## src/rtl/data_bus_adapter.sv

```systemverilog
// Adapts a single-cycle SRAM-style access to a two-phase addr_ok/data_ok bus transaction.
// Latency: request cycle T, ADDR T+1, DATA T+2, DONE T+3 at minimum; otherwise it depends on the bus.
// Backpressure: stall holds the memory stage until the response is latched or a flushed response is drained.
module data_bus_adapter #(
  parameter int TIMEOUT_CYCLES = 255,
  parameter int TMR_W          = 16
) (
  input  logic        clk,
  input  logic        rst,
  input  logic        mem_en,
  input  logic [3:0]  mem_wen,
  input  logic [31:0] mem_addr,
  input  logic [31:0] mem_wdata,
  output logic [31:0] mem_rdata,
  input  logic        pipe_advance,
  input  logic        flush,
  output logic        stall,
  output logic        bus_error,
  output logic        bus_req,
  output logic        bus_wr,
  output logic [3:0]  bus_wstrb,
  output logic [31:0] bus_addr,
  output logic [31:0] bus_wdata,
  input  logic        bus_addr_ok,
  input  logic        bus_data_ok,
  input  logic [31:0] bus_rdata
);

  typedef enum logic [1:0] {
    IDLE = 2'd0,
    ADDR = 2'd1,
    DATA = 2'd2,
    DONE = 2'd3
  } state_t;

  // Last timer value before the watchdog gives up on the awaited handshake.
  localparam logic [TMR_W-1:0] TMR_LAST = TMR_W'(TIMEOUT_CYCLES - 1);

  state_t            state;
  state_t            state_nxt;
  logic              discard;
  logic              discard_nxt;
  logic [TMR_W-1:0]  timer;
  logic              tmr_hit;
  logic              capture;
  logic              rd_latch;
  logic              tmo;
  logic              addr_hs;

  // The byte offset is dropped: the bus only sees word-aligned addresses.
  logic              unused_addr_lsb;
  assign unused_addr_lsb = ^mem_addr[1:0];

  assign tmr_hit = (timer == TMR_LAST);
  assign addr_hs = bus_req && bus_addr_ok;

  // Hold the memory stage while its access is outstanding, and also while a
  // cancelled access's response is still owed by the bus.
  assign stall = (mem_en && !flush && (state != DONE)) || ((state == DATA) && discard);

  // State register with the drain flag.
  always_ff @(posedge clk) begin
    if (rst) begin
      state   <= IDLE;
      discard <= 1'b0;
    end else begin
      state   <= state_nxt;
      discard <= discard_nxt;
    end
  end

  // Next-state logic; also decides when to capture, latch read data or time out.
  always_comb begin
    state_nxt   = state;
    discard_nxt = discard;
    capture     = 1'b0;
    rd_latch    = 1'b0;
    tmo         = 1'b0;
    case (state)
      IDLE: begin
        if (mem_en && !flush) begin
          capture   = 1'b1;
          state_nxt = ADDR;
        end
      end
      ADDR: begin
        if (addr_hs) begin
          // Once accepted the response must still be consumed, even if flushed.
          state_nxt   = DATA;
          discard_nxt = flush;
        end else if (tmr_hit) begin
          tmo       = 1'b1;
          state_nxt = flush ? IDLE : DONE;
        end else if (flush) begin
          state_nxt = IDLE;
        end
      end
      DATA: begin
        if (bus_data_ok) begin
          if (discard || flush) begin
            state_nxt   = IDLE;
            discard_nxt = 1'b0;
          end else begin
            rd_latch  = 1'b1;
            state_nxt = DONE;
          end
        end else if (tmr_hit) begin
          tmo         = 1'b1;
          state_nxt   = (discard || flush) ? IDLE : DONE;
          discard_nxt = 1'b0;
        end else if (flush) begin
          discard_nxt = 1'b1;
        end
      end
      DONE: begin
        if (pipe_advance || flush) begin
          state_nxt = IDLE;
        end
      end
      default: begin
        state_nxt   = IDLE;
        discard_nxt = 1'b0;
      end
    endcase
  end

  // Watchdog: counts cycles spent waiting in ADDR or DATA, restarts on any state change.
  always_ff @(posedge clk) begin
    if (rst) begin
      timer <= '0;
    end else if ((state_nxt != state) || !((state == ADDR) || (state == DATA))) begin
      timer <= '0;
    end else begin
      timer <= timer + TMR_W'(1);
    end
  end

  // Registered bus request and payload; payload is frozen from capture through the handshake.
  always_ff @(posedge clk) begin
    if (rst) begin
      bus_req   <= 1'b0;
      bus_wr    <= 1'b0;
      bus_wstrb <= 4'b0000;
      bus_addr  <= 32'h0;
      bus_wdata <= 32'h0;
    end else begin
      bus_req <= (state_nxt == ADDR);
      if (capture) begin
        bus_wr    <= |mem_wen;
        bus_wstrb <= mem_wen;
        bus_addr  <= {mem_addr[31:2], 2'b00};
        bus_wdata <= mem_wdata;
      end
    end
  end

  // Load data returned to the memory stage, and the single-cycle error pulse.
  always_ff @(posedge clk) begin
    if (rst) begin
      mem_rdata <= 32'h0;
      bus_error <= 1'b0;
    end else begin
      bus_error <= tmo;
      if (rd_latch) begin
        mem_rdata <= bus_wr ? 32'h0 : bus_rdata;
      end else if (tmo) begin
        mem_rdata <= 32'h0;
      end
    end
  end

endmodule
```

## config.mk

```make
export PLATFORM = sky130hd
export DESIGN_NAME = data_bus_adapter
export DESIGN_NICKNAME = d
export VERILOG_FILES = /design/src/rtl/data_bus_adapter.sv
export SDC_FILE = /design/constraint.sdc
export NUM_CORES = 1
export LEC_CHECK = 0
export CORE_UTILIZATION = 41
export CTS_CLUSTER_DIAMETER = 30
export DETAILED_ROUTE_END_ITERATION = 8
export MAX_ROUTING_LAYER = met4
export PLACE_DENSITY = 0.8
export SLEW_MARGIN = 0
export SYNTH_ARGS = -nofsm -noshare
export SYNTH_HDL_FRONTEND = slang
export SYNTH_SLANG_ARGS = --single-unit
export TNS_END_PERCENT = 10
```

## constraint.sdc

```tcl
create_clock -name clk -period 2.31 [get_ports clk]
set_input_delay 0.5775 -clock clk [delete_from_list [all_inputs] [get_ports clk]]
set_output_delay 0.5775 -clock clk [all_outputs]
set_load 0.1 [all_outputs]
```

==> impl_metrics.json <==
{
  "yosys_register_bits": 120,
  "dp.cells": 866,
  "ir_drop_mv": 0.623,
  "post-route-util_pct": 67.2,
  "setup_viol_count_final": 0,
  "rr_startpoint": "state[1]",
  "drc": 0,
  "worstPathRequired_ps": 2680,
  "syn_to_final_growth_pct": 59.4,
  "antenna_found_initial": 0,
  "grt_overflow": 0,
  "drv_slew": 0,
  "p_per_area_nw_per_um2": 1120,
  "drive_gt1_share_pct": 22.1,
  "via_count": 4461,
  "finalCriticalPeriod_ps": 2200,
  "max_freq_ghz": 0.455,
  "yosysSeqAreaShare_pct": 52.5,
  "grt_max_degree": 68,
  "yosys_warnings": 0,
  "viasPerCell": 4.97,
  "cp_data_arrival_time_ps": 2570,
  "grt_usage_pct": 22.1,
  "hold_ws_ps": 389,
  "drtIter0Drc": 258,
  "die_y_um": 108,
  "stdcell_area_um2": 7290,
  "cts_made_buffers": 17,
  "hold_path.class": "primary input to flop",
  "holdPathStages": 3,
  "rsz0062_at_grt": "false",
  "gp_congestion": 0.896,
  "power_leakage_nw": 2.92,
  "antenna-diode-count": 0,
  "cts_tree": "done",
  "nets": 859,
  "drv_cap": 0,
  "postSynth.asyncResetShare_pct": 0,
  "rows": 38,
  "crit_start": "state[1]",
  "status": "finished clean",
  "clkLatencyLatePin_ps": 500,
  "wire_per_inst_um": 14.0,
  "grt_pass1_vias": 4327,
  "slew_headroom_pct": 58.0,
  "numClockSinks": 120,
  "worstMarginPinSlew_ps": 630,
  "port_buffers": 206,
  "wl_um": 12600,
  "crit_path_end_kind": "flop",
  "finalCritPeriodShare_pct": 95.1,
  "synth.distinct_cells": 43,
  "reg2reg_depth": 7,
  "io_pins": 211,
  "die_w_um": 108,
  "cts_setup_buffers": 0,
  "hpwlAfterDp_um": 8530,
  "clk_path_buf_depth": 2,
  "final_cell_mix": "143 x nand2_1, 119 x dfxtp_1, 111 x buf_4",
  "hold_buffers": 0,
  "finClkSkew_ps": 8.57,
  "worstSetupPathType": "flop to flop",
  "htreeDepth": 4,
  "antenna_left": 0,
  "rrSetupSlack_ps": 110,
  "worst_slack_ps": 113,
  "min_to": "bus_error",
  "place_ws_ps": -94.6,
  "grt_pass1_wl_um": 19600,
  "layout_commonest_cell": "nand2_1",
  "syn-instance-count": 542,
  "place_area_um2": 6590,
  "syn-mean-instance-area_um2": 8.44,
  "path_clk_slew_ps": 60,
  "synth_ff_type": "dfxtp_1",
  "finalNonFillerCells": 897,
  "cts-root-buf": "clkbuf_8",
  "hold_viol_final": 0,
  "cp_max_fo": 16,
  "initial_core_util_pct": 42.2,
  "dr.pass1.iters": 4,
  "synth_area_um2": 4570,
  "dieArea_um2": 11600,
  "synth_edf_count": 0,
  "hold_start": "rst",
  "r2r_end": "timer[13]",
  "setup.worst_path.start_class": "flop",
  "coreArea_um2": 10800
}
## worst max-delay path by stage
stage,to,slack (ps),cells past startpoint
final,timer[13],110,7
after detailed placement,timer[2],-90,7
after CTS,stall,20,5
after floorplan,timer[10],60,7
after global routing,timer[4],8,7
after global placement,timer[2],-50,7
## final cells by class
class	instances	area, µm²
well taps	140	175
inverters	6	22.5
flip-flops and latches	120	2400
repair buffers	221	2000
clock inverters	7	185
fillers	859	3550
multi-input cells	379	2000
clock buffers	24	500
## worst max-delay path, stage by stage, from the launching register on
cell,delay (ps)
dfxtp_1,450
inv_1,160
ha_1,290
a21oi_1,210
a21oi_2,100
or4_4,540
nand3_4,220
nor3_1,100
## what timing repair did
item | CTS | global route
cloned | 0 | 0
pin swaps | 0 | 1
resized for setup | 1 | 5
hold endpoints to repair | 0 | 0
endpoints found under the setup margin | 1 | 6
## cell families after synthesis
group | share of synthesized area, %
AOI/OAI and AO/OA | 15.5
xor gates and xnor gates | 2.68
adders and majority gates | 1.92
buffers and inverters | 4.19
DFF | 52.5
muxes | 0.246
other | 0.0820
and+or+nand+nor | 22.9
## state kept, by name, summed over array words and instances, names as in the netlist
register   cells
mem_rdata     32
discard        1
bus_addr      30
state          2
bus_wr         1
timer         16
bus_req        1
bus_error      1
bus_wstrb      4
bus_wdata     32
## Yosys cell counts, drive strengths merged (3+ instances only)
cell | count | area share, %
a21oi | 73 | 8.0
nand3 | 5 | 0.82
a22oi | 32 | 5.3
xnor2 | 9 | 1.7
clkbuf | 33 | 2.7
xor2 | 5 | 0.96
nor2b | 3 | 0.41
nand2 | 144 | 12
o21ai | 4 | 0.52
nor3 | 22 | 2.7
ha | 7 | 1.9
a211oi | 3 | 0.49
nor2 | 42 | 3.4
buf | 5 | 0.98
dfxtp | 120 | 53
inv | 6 | 0.49
and3 | 4 | 0.55
nand4 | 4 | 0.68
## stage by stage
stage	total power, W	setup TNS, ps
after CTS	0.00818	0
after floorplan	0.00439	0
after global routing	0.00845	0
final	0.00813	0
after detailed placement	0.00512	-1340
after global placement	0.00506	-673
## report_power, final
part | total (W) | switching (W) | internal (W)
Clock | 0.00301 | 0.000872 | 0.00214
Sequential | 0.00238 | 0.000122 | 0.00226
Combinational | 0.00274 | 0.00197 | 0.000772
Total | 0.00813 | 0.00296 | 0.00517
## routing by layer
layer / wire (µm) / track usage (%) / up-vias
met4: 226 / 8.12 / 0
met3: 756 / 6.17 / 22
met1: 5200 / 24.0 / 2078
met2: 6390 / 38.4 / 139
met5: 0 / - / -
li1: - / - / 2222
Note: power is estimated with default switching activity, not from simulation.
